`config.mk`:
```
export PLATFORM = sky130hd
export DESIGN_NAME = mmio_uart_tx
export DESIGN_NICKNAME = d
export VERILOG_FILES = /design/src/rtl/uart_pkg.sv /design/src/rtl/sync_fifo.sv /design/src/rtl/mmio_uart_tx.sv
export SDC_FILE = /design/constraint.sdc
export NUM_CORES = 1
export LEC_CHECK = 0
export ABC_AREA = 1
export CORE_ASPECT_RATIO = 1.1
export CORE_MARGIN = 1.5
export CORE_UTILIZATION = 35
export CTS_BUF_LIST = sky130_fd_sc_hd__clkbuf_8
export CTS_CLUSTER_SIZE = 12
export DETAILED_ROUTE_END_ITERATION = 10
export GPL_ROUTABILITY_DRIVEN = 0
export MAX_ROUTING_LAYER = met4
export PLACE_DENSITY = 0.65
export SYNTH_ARGS = -nofsm -noshare
export SYNTH_HDL_FRONTEND = slang
export SYNTH_SLANG_ARGS = --single-unit
```
`constraint.sdc`:
```
create_clock -name Clk_Core -period 2.5 [get_ports Clk_Core]
set_clock_uncertainty 0.05 [all_clocks]
set_input_delay 0.625 -clock Clk_Core [delete_from_list [all_inputs] [get_ports Clk_Core]]
set_output_delay 0.625 -clock Clk_Core [all_outputs]
set_load 0.05 [all_outputs]
```
`src/rtl/uart_pkg.sv`:
```
// Shared definitions for the memory-mapped UART transmitter: FSM state
// encoding, register offsets, STATUS bit positions and the BAUDDIV merge.
package uart_pkg;

    typedef enum logic [1:0] {
        IDLE  = 2'd0,
        START = 2'd1,
        DATA  = 2'd2,
        STOP  = 2'd3
    } tx_state_t;

    // Word offsets inside the 16-byte window (address bits [3:2]).
    localparam logic [1:0] TXDATA_OFS  = 2'd0;
    localparam logic [1:0] STATUS_OFS  = 2'd1;
    localparam logic [1:0] BAUDDIV_OFS = 2'd2;

    // STATUS register bit positions.
    localparam int ST_FULL_BIT  = 0;
    localparam int ST_EMPTY_BIT = 1;
    localparam int ST_BUSY_BIT  = 2;
    localparam int ST_OVF_BIT   = 3;

    // Byte-lane merge of a BAUDDIV store; a zero divisor would stall the
    // bit timer, so it is forced to 1.
    function automatic logic [15:0] baud_merge(input logic [15:0] cur,
                                               input logic [15:0] wdata,
                                               input logic [1:0]  be);
        logic [15:0] v;
        v = cur;
        if (be[0]) v[7:0]  = wdata[7:0];
        if (be[1]) v[15:8] = wdata[15:8];
        if (v == 16'd0) v = 16'd1;
        return v;
    endfunction

endpackage

```
`src/rtl/sync_fifo.sv`:
```
// Single-clock FIFO with extra-MSB pointers. No write-to-read bypass: an
// entry pushed on one edge becomes visible on o_dout after that edge.
module sync_fifo #(
    parameter int WIDTH = 8,
    parameter int DEPTH = 4
) (
    input  logic             i_clk,
    input  logic             i_rst_n,
    input  logic             i_push,
    input  logic [WIDTH-1:0] i_din,
    input  logic             i_pop,
    output logic             o_full,
    output logic             o_empty,
    output logic [WIDTH-1:0] o_dout
);
    localparam int AW = $clog2(DEPTH);

    logic [WIDTH-1:0] r_mem [DEPTH];
    logic [AW:0]      r_wr_ptr;
    logic [AW:0]      r_rd_ptr;
    logic             w_full;
    logic             w_empty;
    logic             w_do_push;
    logic             w_do_pop;

    // Same index with different wrap bit means the writer is a lap ahead.
    assign w_full    = (r_wr_ptr[AW] != r_rd_ptr[AW]) &&
                       (r_wr_ptr[AW-1:0] == r_rd_ptr[AW-1:0]);
    assign w_empty   = (r_wr_ptr == r_rd_ptr);
    assign w_do_push = i_push && !w_full;
    assign w_do_pop  = i_pop && !w_empty;

    // Pointer update; reset flushes all queued entries.
    always_ff @(posedge i_clk) begin
        if (!i_rst_n) begin
            r_wr_ptr <= '0;
            r_rd_ptr <= '0;
        end else begin
            if (w_do_push) r_wr_ptr <= r_wr_ptr + (AW+1)'(1);
            if (w_do_pop)  r_rd_ptr <= r_rd_ptr + (AW+1)'(1);
        end
    end

    // Storage array; contents need no reset since the pointers gate them.
    always_ff @(posedge i_clk) begin
        if (w_do_push) r_mem[r_wr_ptr[AW-1:0]] <= i_din;
    end

    assign o_full  = w_full;
    assign o_empty = w_empty;
    assign o_dout  = r_mem[r_rd_ptr[AW-1:0]];

endmodule

```
`src/rtl/mmio_uart_tx.sv`:
```
// Bus-responder UART transmitter: address decode, TXDATA/STATUS/BAUDDIV
// registers, registered read mux and an 8N1 serializer fed by a FIFO.
module mmio_uart_tx
    import uart_pkg::*;
#(
    parameter int                DWIDTH       = 32,
    parameter logic [DWIDTH-1:0] BASE_ADDR    = 32'h0001_0000,
    parameter int                FIFO_DEPTH   = 4,
    parameter logic [15:0]       BAUD_DIV_RST = 16'd868
) (
    input  logic              Clk_Core,
    input  logic              Rst_Core_N,
    input  logic [DWIDTH-1:0] Mem_Data_Address,
    input  logic [DWIDTH-1:0] Mem_Data_Write,
    input  logic [3:0]        Write_Ctrl,
    input  logic              Read_Ctrl,
    output logic [DWIDTH-1:0] Mem_Data_Read,
    output logic              Uart_Tx,
    output logic              Tx_Irq
);
    // Registers
    tx_state_t         r_state;
    logic              r_tx;
    logic [15:0]       r_cnt;
    logic [15:0]       r_div_lat;
    logic [2:0]        r_bit_idx;
    logic [7:0]        r_shift;
    logic [15:0]       r_baud;
    logic              r_ovf;
    logic [DWIDTH-1:0] r_rdata;

    // Wires
    logic              w_sel;
    logic [1:0]        w_ofs;
    logic              w_wr;
    logic              w_push;
    logic              w_pop;
    logic              w_ovf_set;
    logic              w_ovf_clr;
    logic              w_baud_wr;
    logic              w_full;
    logic              w_empty;
    logic              w_busy;
    logic [7:0]        w_fifo_dout;
    logic [2:0]        w_next_idx;
    logic [DWIDTH-1:0] w_rd_mux;
    logic              w_unused;

    // Window decode; byte offset bits and upper store lanes carry no meaning here.
    assign w_sel     = (Mem_Data_Address[DWIDTH-1:4] == BASE_ADDR[DWIDTH-1:4]);
    assign w_ofs     = Mem_Data_Address[3:2];
    assign w_wr      = w_sel && (Write_Ctrl != 4'd0);
    assign w_push    = w_wr && (w_ofs == TXDATA_OFS) && Write_Ctrl[0];
    assign w_ovf_set = w_push && w_full;
    assign w_ovf_clr = w_wr && (w_ofs == STATUS_OFS) && Write_Ctrl[0] &&
                       Mem_Data_Write[ST_OVF_BIT];
    assign w_baud_wr = w_wr && (w_ofs == BAUDDIV_OFS);
    assign w_busy    = (r_state != IDLE);
    assign w_pop     = (r_state == IDLE) && !w_empty;
    assign w_next_idx = r_bit_idx + 3'd1;
    assign w_unused  = &{1'b0, Mem_Data_Address[1:0],
                         Mem_Data_Write[DWIDTH-1:16], Write_Ctrl[3:2]};

    sync_fifo #(
        .WIDTH (8),
        .DEPTH (FIFO_DEPTH)
    ) u_fifo (
        .i_clk   (Clk_Core),
        .i_rst_n (Rst_Core_N),
        .i_push  (w_push),
        .i_din   (Mem_Data_Write[7:0]),
        .i_pop   (w_pop),
        .o_full  (w_full),
        .o_empty (w_empty),
        .o_dout  (w_fifo_dout)
    );

    // Read mux over the current register state.
    always_comb begin
        w_rd_mux = '0;
        case (w_ofs)
            STATUS_OFS: begin
                w_rd_mux[ST_FULL_BIT]  = w_full;
                w_rd_mux[ST_EMPTY_BIT] = w_empty;
                w_rd_mux[ST_BUSY_BIT]  = w_busy;
                w_rd_mux[ST_OVF_BIT]   = r_ovf;
            end
            BAUDDIV_OFS: w_rd_mux[15:0] = r_baud;
            default:     w_rd_mux = '0;
        endcase
    end

    // Registered load data; zero whenever no selected load was sampled.
    always_ff @(posedge Clk_Core) begin
        if (!Rst_Core_N) begin
            r_rdata <= '0;
        end else if (Read_Ctrl && w_sel) begin
            r_rdata <= w_rd_mux;
        end else begin
            r_rdata <= '0;
        end
    end

    // Sticky overflow flag; a same-cycle set beats the W1C clear.
    always_ff @(posedge Clk_Core) begin
        if (!Rst_Core_N) begin
            r_ovf <= 1'b0;
        end else if (w_ovf_set) begin
            r_ovf <= 1'b1;
        end else if (w_ovf_clr) begin
            r_ovf <= 1'b0;
        end
    end

    // Baud divisor register with per-lane byte enables.
    always_ff @(posedge Clk_Core) begin
        if (!Rst_Core_N) begin
            r_baud <= BAUD_DIV_RST;
        end else if (w_baud_wr) begin
            r_baud <= baud_merge(r_baud, Mem_Data_Write[15:0], Write_Ctrl[1:0]);
        end
    end

    // 8N1 serializer; divisor latched at frame start so mid-frame writes
    // only affect the following frame.
    always_ff @(posedge Clk_Core) begin
        if (!Rst_Core_N) begin
            r_state   <= IDLE;
            r_tx      <= 1'b1;
            r_cnt     <= '0;
            r_div_lat <= '0;
            r_bit_idx <= '0;
            r_shift   <= '0;
        end else begin
            case (r_state)
                IDLE: begin
                    r_tx <= 1'b1;
                    if (!w_empty) begin
                        r_state   <= START;
                        r_tx      <= 1'b0;
                        r_shift   <= w_fifo_dout;
                        r_div_lat <= r_baud;
                        r_cnt     <= r_baud - 16'd1;
                    end
                end
                default: begin
                    if (r_cnt != 16'd0) begin
                        r_cnt <= r_cnt - 16'd1;
                    end else begin
                        r_cnt <= r_div_lat - 16'd1;
                        case (r_state)
                            START: begin
                                r_state   <= DATA;
                                r_bit_idx <= 3'd0;
                                r_tx      <= r_shift[0];
                            end
                            DATA: begin
                                if (r_bit_idx == 3'd7) begin
                                    r_state <= STOP;
                                    r_tx    <= 1'b1;
                                end else begin
                                    r_bit_idx <= w_next_idx;
                                    r_tx      <= r_shift[w_next_idx];
                                end
                            end
                            default: begin
                                r_state <= IDLE;
                                r_tx    <= 1'b1;
                            end
                        endcase
                    end
                end
            endcase
        end
    end

    assign Mem_Data_Read = r_rdata;
    assign Uart_Tx       = r_tx;
    assign Tx_Irq        = w_empty && (r_state == IDLE);

endmodule

```
Yosys cells after proc, flatten, opt, wreduce, memory -nomap -nowiden
Memory sizes are Yosys's and may differ from the RTL's. A register that Yosys moved wholly into a read port is not among the register bits.
Cells that the tools add are included.
{"block": "totals", "reg_bits": 93, "ram_bits": 32, "output_inout_bits": 34, "wordCells": 95, "n_memories": 1}
{"block": "classes", "addsub": 6, "magnitude_cmp": 1, "n_eq_ne": 13, "mux": 29, "bitwise": 3, "reduce_logical": 30}
{"memory": "u_fifo.r_mem", "words": 4, "width": 8, "read_ports": 1, "rd_ports_with_merged_regs": 1, "write_ports": 1, "line": "sync_fifo.sv:18", "source": "logic [WIDTH-1:0] r_mem [DEPTH];"}
{"op": "$mux 16", "n": 4}
{"op": "$mux 8", "n": 6}
{"op": "$sub 16x1->16 const B", "n": 3}
{"op": "$eq 28x13->1 const B", "n": 1}
{"op": "$logic_not 16->1", "n": 1}
{"op": "$reduce_bool 16->1", "n": 1}
{"op": "$logic_and 1x1->1", "n": 14}
{"op": "$add 3x1->3 const B", "n": 3}
{"op": "$mux 1", "n": 9}
{"op": "$mux 2", "n": 4}
{"op": "$pmux 4 s2", "n": 1}
{"op": "$ne 2x2->1 const B", "n": 3}
{"op": "$pmux 3 s2", "n": 1}
{"op": "$reduce_and 3->1", "n": 2}
{"op": "$reduce_bool 2->1", "n": 3}
{"op": "$eq 2x1->1 const B", "n": 2}
{"op": "$eq 2x2->1 const B", "n": 2}
{"op": "$logic_not 2->1", "n": 2}
{"op": "$lt 3x4->1 const B", "n": 1}
{"op": "$pmux 2 s2", "n": 1}
{"op": "$reduce_and 2->1", "n": 2}
{"op": "$reduce_and 4->1", "n": 1}
{"op": "$reduce_bool 4->1", "n": 1}
{"op": "$bmux 1 s3", "n": 1}
{"op": "9 further kinds", "n": 13}

Longest topological paths before layout
Gate-level depths: netlist (run 1).
{"block": "logic_depth", "depth_word": 7, "depth_mapped": 16, "mapped_depth_nobuf": 15}

Modules after synthesis
Synthesis (run 1) repeated with hierarchy kept, for this count alone.
{"block": "unflattened", "cells_unflattened": 769, "area_unflattened_um2": 5871.9}
{"mod": "mmio_uart_tx", "n_inst": 1, "cells_per_inst": 619, "area_per_inst_um2": 4194.0}
{"mod": "sync_fifo", "n_inst": 1, "cells_per_inst": 150, "area_per_inst_um2": 1677.9}

Worst setup path before layout (run 1)
No wires, ideal clock.
{"block": "synth_path", "path_kind": "reg2reg", "startpoint": "register r_state[0]", "endpoint": "register r_cnt[4]", "setup_ns": 0.116, "arrival_time_ns": 2.096, "t_required_ns": 2.334, "path_slack_ns": 0.237, "path_stages_with_launch": 12, "path_buffers": 4, "period_less_slack_ns": 2.263, "cell_sequence": "dfxtp_1 > inv_1 > ha_1 > buf_2 > inv_2 > clkbuf_1 > nor2_2 > inv_2 > clkbuf_1 > buf_2 > o211ai_1 > inv_1"}
{"block": "synth_between", "elab_chain_cells": 2}
{"element": "start, declared", "line": "mmio_uart_tx.sv:22", "source": "tx_state_t r_state;"}
{"element": "start signal, assigned", "line": "mmio_uart_tx.sv:128", "source": "r_state <= IDLE;"}
{"element": "start signal, assigned", "line": "mmio_uart_tx.sv:139", "source": "r_state <= START;"}
{"element": "start signal, assigned", "line": "mmio_uart_tx.sv:153", "source": "r_state <= DATA;"}
{"element": "$logic_not 2->1 *", "line": "mmio_uart_tx.sv:135", "source": "case (r_state)"}
{"element": "$ne 2x2->1 (no line) or $mux 16 (tied branches)"}
{"element": "end signal, assigned", "line": "mmio_uart_tx.sv:143", "source": "r_cnt <= r_baud - 16'd1;"}
{"element": "end signal, assigned", "line": "mmio_uart_tx.sv:148", "source": "r_cnt <= r_cnt - 16'd1;"}
{"element": "end signal, assigned", "line": "mmio_uart_tx.sv:150", "source": "r_cnt <= r_div_lat - 16'd1;"}
{"element": "end, declared", "line": "mmio_uart_tx.sv:24", "source": "logic [15:0] r_cnt;"}
Every way passes the cells marked *; elsewhere a longest branch is shown, timed or not.
A chain may end at the register's enable or synchronous reset.

Final worst setup path (run 1)
{"block": "layout_path", "startpoint": "register u_fifo.r_wr_ptr[0]", "endpoint": "output Tx_Irq"}
{"block": "layout_between", "elab_chain_cells": 2}
{"element": "start, declared", "line": "sync_fifo.sv:19", "source": "logic [AW:0] r_wr_ptr;"}
{"element": "start signal, assigned", "line": "sync_fifo.sv:39", "source": "if (w_do_push) r_wr_ptr <= r_wr_ptr + (AW+1)'(1);"}
{"element": "$eq 3x3->1", "line": "sync_fifo.sv:29", "source": "assign w_empty = (r_wr_ptr == r_rd_ptr);"}
{"element": "$logic_and 1x1->1", "line": "mmio_uart_tx.sv:179", "source": "assign Tx_Irq = w_empty && (r_state == IDLE);"}
{"element": "end, declared", "line": "mmio_uart_tx.sv:19", "source": "output logic Tx_Irq"}
No other way between the ends.

==> run_results.csv, run 1 <==
group,metric,value,unit
die,io_pins,105,
logic_synthesis,synth_top_area_cell,"dfxtp_1",
logic_synthesis,synthArstFlopShare,0,
route,drc,2,
global_route,grt_usage,0.168,
global_route,overflow,0,
critical_path,worstPathRequired,1.82,ns
timing,period_needed,2.37,ns
critical_path,cpMostUsedCell,"nand2_1",
die,chipWidth,126,um
layout,diodes,0,
layout,final_cell_area,7340,sq um
job,maxCapViolCount,0,
clock_tree,insertion_delay,0.44,ns
critical_path,critPathBufInv,2,
route,dr.pass1.iters,10,
logic_synthesis,synth_top_cells_by_area,"dfxtp_1, edfxtp_1, nand2_1, nor2_1, o21ai_0",
clock_tree,cts_max_level,4,
power_and_ir_drop,power.density,997,nW/um^2
timing,tightest_slew,0.838,ns
logic_synthesis,netlist-cell-type-count,41,
route,drtAntennaViolNets,0,
route,drt_wl_total,13700,um
clock_tree,numCtsBuffers,17,
timing,relSlewSlack,0.441,
placement,placed_area,6920,sq um
logic_synthesis,synth_warnings,0,
timing,hold_slack,0.404,ns
global_route,grt_pass1_wl,22900,um
critical_path,cpMaxStageDelayCell,"dfxtp_1",
timing,finalSetupViolations,0,
placement,io_buffers,70,
die,coreArea,16300,sq um
global_route,grt_max_degree,42,
logic_synthesis,avgSynthCellArea,7.66,sq um
clock_tree,tritoncts,"built",
global_route,met2_usage,0.268,
min_path,hp-class,"register to register",
placement,hpwl,10200,um
logic_synthesis,synth-seq-cells,117,
die,fp.dieH,138,um
critical_path,critPathLaunchType,"register",
critical_path,crit_chain,"xnor2_1, nand2_1, inv_2, nand2_1, nor2_4, buf_12",
critical_path,path_max_fanout,6,
timing,hold_viol,0,
global_route,grt.met3_usage,0.0333,
layout,final_cell_mix,"nand2_1, nor2_1, dfxtp_1",
timing,clock.fmax,0.422,GHz
timing,fin_crit_sh,0.949,
layout,layout.filler_cells,1624,
route,route.detailed.wl_per_inst,12.8,um
logic_synthesis,synth-edff-count,32,
outcome,violations,"design-rule violations",
global_route,grt_pass1_vias,4713,
clock_tree,clock-sinks,117,
timing,rsz0062_at_grt,"false",
power_and_ir_drop,power_leakage,3.02,nW
die,start_util,0.357,
route,vias,5129,
layout,drive_gt1_frac,0.119,
power_and_ir_drop,power,7.32,mW
layout,nets,945,
clock_tree,cts_buffer_depth,2,
clock_tree,clock-root-buffer,"clkbuf_8",
layout,synthToLayoutAreaGrowth,26.1,%
critical_path,rrSetupSlack,0.27,ns
die,rows,49,
route,drt_iter0_markers,324,
route,avgViaCountPerCell,4.76,
logic_synthesis,syn_area,5820,sq um
clock_tree,clk_pin_slew_worst_paths,0.08,ns
global_route,busiest_layer,"met2",
clock_tree,cts-hold-fix-buffers,0,
die,dieArea,17400,sq um
timing,drv_slew,0,
global_route,grt_antenna_before_repair,0,
power_and_ir_drop,max-vdd-ir-drop,0.434,mV
critical_path,critPathTopFamily,"flip-flops",
logic_synthesis,dominantRegCellSynth,"dfxtp_1",
logic_synthesis,netlist_instances,760,
critical_path,slowest_delay,0.44,ns
outcome,status,"finished with violations",
layout,final_common_cell,"nand2_1",
critical_path,setup.worst_path.class,"register to output pin",
critical_path,cp-end-kind,"output pin",
critical_path,arrival,1.70,ns
logic_synthesis,ys_seq_area_frac,0.457,
global_route,grt_use_met1,0.215,
logic_synthesis,synth_top_area_share,0.292,
timing,tns,0,ns
-- sequential cells by signal, indices dropped and copies added (netlist names) --
signal / cells
u_fifo.r_mem: 32
Mem_Data_Read: 16
r_baud: 16
r_cnt: 16
r_div_lat: 16
r_shift: 8
r_bit_idx: 3
u_fifo.r_rd_ptr: 3
u_fifo.r_wr_ptr: 3
r_state: 2
Uart_Tx: 1
r_ovf: 1
-- logic make-up after synthesis --
family	after synthesis	synth area share
AOI/OAI and AO/OA	152	0.144
adders and majority gates	14	0.0301
xor gates and xnor gates	5	0.00752
other	1	0.000644
muxes	1	0.00172
and+or+nand+nor	330	0.255
buffers and inverters	140	0.104
DFF	117	0.457
-- Yosys cell counts (5+ instances only) --
cell	instances
nand2_1	116
nor2_1	113
dfxtp_1	85
inv_1	84
o21ai_0	66
nand3_1	48
a21oi_1	43
edfxtp_1	32
nand4_1	24
clkbuf_1	18
buf_4	16
ha_1	14
buf_2	12
a211oi_1	10
a31oi_1	9
o211ai_1	8
o21ai_1	8
nand3_2	6
inv_2	5
nor2_4	5
-- path summary, 6_finish.rpt --
kind | start | end | cells after the start
max | u_fifo.r_wr_ptr[0] | Tx_Irq | 6
min | r_div_lat[7] | r_div_lat[7] | 2
max reg2reg | r_cnt[14] | r_cnt[9] | 15
min reg2reg | r_div_lat[7] | r_div_lat[7] | 2
-- per-layer routing --
metal	vias to the layer above	share of wire
met5	-	0
met4	0	0.014
met3	16	0.039
met2	129	0.47
met1	2291	0.48
li1	2693	-
-- cell type report --
class / instances / area (sq um) / area share
Tap cell: 204 / 255 / 0.0348
Sequential cell: 117 / 2660 / 0.363
Timing Repair Buffer: 116 / 1070 / 0.145
Multi-Input combinational cell: 518 / 2630 / 0.358
Clock inverter: 15 / 159 / 0.0216
Clock buffer: 17 / 234 / 0.0319
Inverter: 90 / 338 / 0.0460
-- repair_timing --
action	in CTS	in global routing
gates resized for setup	0	5
buffers inserted	0	2
setup endpoints to repair	0	5
-- worst reg2reg max path: stages (launching register included) --
cell	delay [ns]
dfxtp_1	0.34
nor2_1	0.12
nand2_1	0.09
nor2_4	0.22
nand2_4	0.13
buf_4	0.17
nand3_1	0.06
nand3_1	0.17
nor2_1	0.18
nand2_1	0.12
nor2_4	0.17
nand2_1	0.07
nand2_1	0.06
nand3_1	0.07
nand2_1	0.08
inv_1	0.04
-- metrics by stage --
stage           util  setup slack (ns)  cells
2_1_floorplan      -             0.237    775
3_5_place_dp   0.424           -0.0806   1043
4_1_cts        0.448            0.0170   1075
6_report       0.450             0.128   1077
5_1_grt        0.450           0.00504   1077
3_3_place_gp   0.424           -0.0581   1043
-- power breakdown --
part           internal (mW)  leakage, nW  switching, mW
combinational           1.09         1.85           1.99
clock                  0.832        0.193          0.908
sequential              2.29        0.981          0.207
No activity file was read; power rests on OpenSTA's default activity.
==> inputs of run 2 (changes only) <==
- CORE_UTILIZATION: 35 -> 55
- PLACE_DENSITY: 0.65 -> 0.91
==> run_results.csv, run 2 (same netlist as run 1, synthesis figures left out) <==
group,metric,value,unit
timing,drv_slew,0,
die,io_pins,105,
layout,largest_register_ffs,32,
timing,fin_ws,0.0779,ns
critical_path,worstPathRequired,1.82,ns
layout,fin_util,0.702,
timing,hold_viol,0,
timing,finalSetupViolations,0,
clock_tree,cts_buffer_depth,2,
timing,relSlewSlack,0.461,
die,chipWidth,101,um
timing,rsz0062_at_grt,"true",
min_path,hp-class,"register to register",
power_and_ir_drop,max-vdd-ir-drop,0.560,mV
placement,place_inst,975,
global_route,overflow,0,
layout,final_cell_mix,"nand2_1, nor2_1, dfxtp_1",
critical_path,critPathTopFamily,"simple AND/OR/NAND/NOR gates",
route,avgViaCountPerCell,5.59,
critical_path,cpMaxStageDelayCell,"dfxtp_1",
timing,clock.fmax,0.413,GHz
clock_tree,tritoncts,"built",
outcome,status,"completed",
layout,synthToLayoutAreaGrowth,24.7,%
clock_tree,numCtsBuffers,17,
global_route,grt_max_degree,47,
clock_tree,clock-sinks,117,
critical_path,critPathBufInv,2,
layout,final_cells,1006,
timing,period_needed,2.42,ns
clock_tree,cts_post_setup_buffers_inserted,0,
critical_path,path_depth,6,
global_route,grt_pass1_vias,5369,
route,drc,0,
power_and_ir_drop,power_leakage,3.01,nW
clock_tree,clock-root-buffer,"clkbuf_8",
critical_path,cp-startpoint,"u_fifo.r_wr_ptr[0]",
die,rows,39,
layout,drive_gt1_frac,0.109,
route,vias,5622,
die,coreArea,10300,sq um
critical_path,rr_endpoint,"r_cnt[9]",
critical_path,r2r_cells,14,
placement,hpwl,10200,um
placement,placed_area,6790,sq um
route,drt_wl_total,15500,um
layout,final_common_cell,"nand2_1",
critical_path,cpMostUsedCell,"nand2_1",
clock_tree,cts-hold-fix-buffers,0,
critical_path,crit_path_end,"Tx_Irq",
critical_path,crit_chain,"xnor2_1, nand2_1, inv_2, nand2_1, nor2_4, buf_12",
layout,final_cell_area,7260,sq um
critical_path,critPathLaunchType,"register",
die,start_util,0.563,
layout,regArea,2660,sq um
clock_tree,insertion_delay,0.44,ns
global_route,grt_pass1_wl,25100,um
power_and_ir_drop,power.density,1060,nW/um^2
layout,nets,936,
critical_path,rrSetupSlack,0.14,ns
critical_path,setup.worst_path.class,"register to output pin",
clock_tree,clk_pin_slew_worst_paths,0.08,ns
placement,pre_cts_ws,-0.0425,ns
timing,tightest_slew,0.807,ns
critical_path,cp-end-kind,"output pin",
timing,fin_crit_sh,0.969,
global_route,grt_antenna_before_repair,0,
layout,diodes,0,
layout,layout.filler_cells,734,
critical_path,arrival,1.75,ns
die,dieArea,11200,sq um
route,route.detailed.wl_per_inst,15.4,um
global_route,grt_usage,0.295,
route,dr.pass1.iters,5,
layout,multi_input_area,2630,sq um
clock_tree,cts_max_level,4,
placement,io_buffers,70,
clock_tree,ctsResizeCount,0,
job,maxCapViolCount,0,
route,drtAntennaViolNets,0,
die,fp.dieH,111,um
critical_path,r2r-start,"r_state[0]",
critical_path,slowest_delay,0.45,ns
route,drt_iter0_markers,424,
critical_path,path_max_fanout,6,
## run 2: changes by cell type in the layout (fill, tap and decap cells not counted)
cell | previous run | this run
inv_8 | 4 | 0
clkinv_2 | 0 | 1
nor2_1 | 111 | 112
buf_4 | 45 | 36
nand3_2 | 6 | 7
inv_6 | 7 | 4
clkinv_4 | 0 | 3
nand3_1 | 48 | 47
bufinv_16 | 1 | 5
clkinvlp_4 | 3 | 1
nor2_4 | 7 | 6
## run 2: layer usage
| metal | GRT usage | wire length [um] | part of all wire |
|---|---|---|---|
| met5 | - | 0 | 0 |
| met4 | 0.120 | 495 | 0.032 |
| met3 | 0.0561 | 1100 | 0.071 |
| met2 | 0.493 | 7850 | 0.51 |
| met1 | 0.346 | 6060 | 0.39 |
## run 2: cell type report
cell class                      instances  share of cell area
Sequential cell                       117               0.367
Multi-Input combinational cell        518               0.361
Timing Repair Buffer                  107               0.138
Inverter                               90              0.0465
Clock buffer                           17              0.0322
Clock inverter                         14              0.0308
Tap cell                              143              0.0246
## run 2: power by group
group          internal (mW)  leakage [nW]  switching, mW
registers               2.29         0.981          0.226
logic                   1.06          1.80           2.12
clock network           1.19         0.227          0.827
## run 2: metrics by stage
stage	hold slack, ns	power (mW)	setup TNS, ns
final	0.428	7.72	0
after global routing	0.440	8.19	-0.147
after CTS	0.426	7.62	0
after detailed placement	0.395	5.54	-0.235
after global placement	0.384	5.42	-0.0997
after floorplan	0.374	4.84	0
## run 2: worst min path at each step
stage	start	endpoint	slack [ns]	cells past startpoint
2_1_floorplan	r_div_lat[4]	r_div_lat[4]	0.37	2
3_3_place_gp	r_div_lat[4]	r_div_lat[4]	0.38	2
3_5_place_dp	r_div_lat[4]	r_div_lat[4]	0.40	2
4_1_cts	r_div_lat[7]	r_div_lat[7]	0.43	2
5_1_grt	u_fifo.r_rd_ptr[2]	u_fifo.r_rd_ptr[2]	0.44	2
6_report	r_div_lat[7]	r_div_lat[7]	0.43	2
## run 2: worst reg2reg max path, stage by stage (launching register included)
cell and delay (ns):
dfxtp_1 0.34, inv_1 0.10, ha_2 0.23, inv_2 0.11, buf_4 0.23, nand4_1 0.13, nand3_1 0.17, nor2_1 0.21
nand2_1 0.14, nor2_4 0.19, nand2_1 0.09, nand2_1 0.07, nand3_1 0.07, nand2_1 0.08, inv_1 0.04
==> patch, RTL diff (flow settings as in run 1) <==
Make the reset (`Rst_Core_N` and `i_rst_n`) asynchronous in 5 clocked blocks.
--- a/src/rtl/sync_fifo.sv
+++ b/src/rtl/sync_fifo.sv
@@ -33,3 +33,3 @@
     // Pointer update; reset flushes all queued entries.
-    always_ff @(posedge i_clk) begin
+    always_ff @(posedge i_clk or negedge i_rst_n) begin
         if (!i_rst_n) begin
--- a/src/rtl/mmio_uart_tx.sv
+++ b/src/rtl/mmio_uart_tx.sv
@@ -93,3 +93,3 @@
     // Registered load data; zero whenever no selected load was sampled.
-    always_ff @(posedge Clk_Core) begin
+    always_ff @(posedge Clk_Core or negedge Rst_Core_N) begin
         if (!Rst_Core_N) begin
@@ -104,3 +104,3 @@
     // Sticky overflow flag; a same-cycle set beats the W1C clear.
-    always_ff @(posedge Clk_Core) begin
+    always_ff @(posedge Clk_Core or negedge Rst_Core_N) begin
         if (!Rst_Core_N) begin
@@ -115,3 +115,3 @@
     // Baud divisor register with per-lane byte enables.
-    always_ff @(posedge Clk_Core) begin
+    always_ff @(posedge Clk_Core or negedge Rst_Core_N) begin
         if (!Rst_Core_N) begin
@@ -125,3 +125,3 @@
     // only affect the following frame.
-    always_ff @(posedge Clk_Core) begin
+    always_ff @(posedge Clk_Core or negedge Rst_Core_N) begin
         if (!Rst_Core_N) begin
Function: differs if Rst_Core_N is asserted again (counterexample within 4 cycles, from zero or initial values and one cycle with Rst_Core_N low); with Rst_Core_N held inactive, the same outputs for 4 cycles.
==> patch against run 1 <==
Highest routed layer unchanged. Sequential share of layout area grew 4.3 points. Area after synthesis rose by 5.9%. Critical path type unchanged. Sequential cell count stayed put. Critical path depth is the same. Routed wire length increased by 2.9%. Design area is 3.9% higher. Die area rose by 5.8%. Setup slack got worse by 0.025 ns.
Power is not compared: it rests on default switching activity, and its combinational part moved more than twofold at a synthesized area within 25%.
==> patch: results (changes against run 1) <==
STA
  • Hold WS: 0.101 ns (-0.302 ns)
  • Least-Margin Pin Slew: 0.530 ns (-0.308 ns)

Power and ir drop
  • Int Power: ~3200 µW
  • LEAKAGE: between 0.003 and 0.004 µW
  • Max IR drop VDD: ~0.00033 V

Logic synthesis
  • Cell variety after synth: 46 (+12%)
  • Multiplexer area fraction after synthesis: 1.80% (+1.6 points)
  • Sequential area share after synthesis: 50.2% (+4.5 points)
  • XOR/XNOR Fraction of Synth Area: 0.852% (+0.10 points)
  • Most used DFF post-synth: dfrtp_1
  • Commonest cells post-synth: 184 x nand2_1, 81 x nor2_1, 79 x dfrtp_1
  • Compound-cell area share of the yosys netlist: 8.78% (-5.6 points)
  • Async SR Flop Fraction: 72.6% (+73 points)
  • Ys Warns: 0 (unchanged)
  • EDFF count, synth: 32 (unchanged)
  • Post-Synth Adder-Cell Area: 2.84% (-0.17 points)
  • Largest cells by area after synthesis: dfrtp_1 32%, edfxtp_1 16%, nand2_1 11%

Route
  • Vias: 5,023 (-2.1%)
  • First-iteration detailed-routing DRC count: 275 (-15%)
  • TritonRoute pass-1 iters: 5 (-5)
  • Drt wl/cell: 13.3 µm (+4.0%)

Status
  • Outcome: completed

Clocking
  • Root Driver: clkbuf_8
  • CTS H-tree lvls: 4 (unchanged)
  • Worst-Skew Late Latency: 0.43 ns
  • Reg clk slew, reported paths: 0.08 ns (about the same)
  • Max clock buf depth: 2 (unchanged)
  • TritonCTS buffer count: 17 (unchanged)

Global route
  • Largest net degree at the start of global routing: 51 (+21%)
  • First-pass GRT wire length: 23,700 µm (+3.4%)
  • Number of global-route vias before repair: 4,786 (+1.5%)
  • Initial antenna violation count: 0 (unchanged)
  • GR Util All Layers: 16.9% (+0.084 points)

Critical path
  • Origin of the critical flop-to-flop path: r_cnt[11]
  • Reg2Reg Depth: 13 (-2)
  • CP max FO: 24 (+18)
  • R2r setup slk: 0.30 ns (+0.03 ns)
  • Reg2reg end: r_cnt[14]
  • WP data arrival: 1.72 ns (+0.02 ns)

Final layout
  • Final net count: 904 (-4.3%)
  • Share of cells above drive strength 1: 13.5% (+1.5 points)
  • Largest register FFs: 32 (unchanged)
  • N_diodes: 0 (unchanged)
  • Filler cells: 1,700 (+4.7%)

Placement
  • # port buffers: 70 (unchanged)
  • Cell Area, Placed: 0.00721 mm² (+4.2%)
  • DP HPWL: 10,400 µm (+2.0%)

Hold path
  • Min-Delay Path Class: in -> async
==> patch: changes by cell type after synthesis, sizes merged, moves of 17 or more <==
cell   before  now
nand2     117  186
dfrtp       0   79
dfxtp      85    0
inv        89   61
nand4      24    7
a21oi      43    6
nor2      122   94
==> patch: per-layer routing <==
layer,global-route usage (%),vias to the layer above,part of all wire (%)
li1,-,2553,-
met1,23.2,2299,47
met2,24.9,156,46
met3,2.82,15,4.7
met4,6.73,0,1.6
met5,-,-,0
==> patch: how the worst max path moves through the flow <==
stage	endpoint	startpoint	slack, ns
3_5_place_dp	u_fifo.r_mem[0][6]	Mem_Data_Address[13]	-0.39
4_1_cts	Uart_Tx	Uart_Tx	0.01
5_1_grt	Tx_Irq	r_state[1]	0.008
2_1_floorplan	u_fifo.r_mem[0][0]	Mem_Data_Address[13]	0.13
6_report	Tx_Irq	r_state[1]	0.10
3_3_place_gp	u_fifo.r_mem[3][6]	Mem_Data_Address[13]	-0.41
==> patch: cells by family (layout without fill, tap and decap cells) <==
| kind of cell | after synthesis | in the layout |
|---|---|---|
| muxes | 10 | 10 |
| adders and majority gates | 14 | 14 |
| AOI/OAI and AO/OA | 101 | 101 |
| other | 1 | 16 |
| and+or+nand+nor | 373 | 373 |
| DFF | 117 | 117 |
| xor gates and xnor gates | 6 | 6 |
| buffers and inverters | 102 | 195 |
==> patch: final cells by class <==
class                      instances  area share, %
clock buffer                      17           3.07
sequential                       117           40.6
clock inverter                    15           1.92
inverter                          62           3.05
timing repair buffer             101           12.9
multi-input combinational        520           34.6
tap                              234           3.84
==> patch: power by group through the flow <==
stage | registers [µW] | clock network [µW] | logic (µW)
finish | 2130 | 1680 | 876
global route | 2140 | 1810 | 989
CTS | 2130 | 1720 | 881
detailed placement | 2160 | 0 | 883
global placement | 2160 | 0 | 864
floorplan | 2140 | 0 | 654
==> patch: critical path: stages (launching register included) <==
cell     delay, ns
dfrtp_1       0.40
inv_1         0.09
ha_1          0.19
inv_2         0.07
buf_6         0.18
nor2_4        0.19
buf_12        0.16
==> patch: repair_timing <==
| item | CTS | global route |
|---|---|---|
| gates resized for setup | 0 | 9 |
| cloned | 0 | 0 |
| setup buffers | 1 | 0 |
| setup endpoints to repair | 1 | 34 |
| pin swaps | 1 | 1 |
| hold buffers | 0 | 0 |
==> patch: through the flow <==
step                      setup WS, ns  util (%)  cells  TNS (ns)
after floorplan                  0.130         -    739         0
after detailed placement        -0.389      42.1   1033    -12.74
final                            0.103      44.5   1066         0
after CTS                       0.0147      44.3   1066         0
after global placement          -0.408      42.1   1033    -13.38
after global routing           0.00813      44.5   1066         0
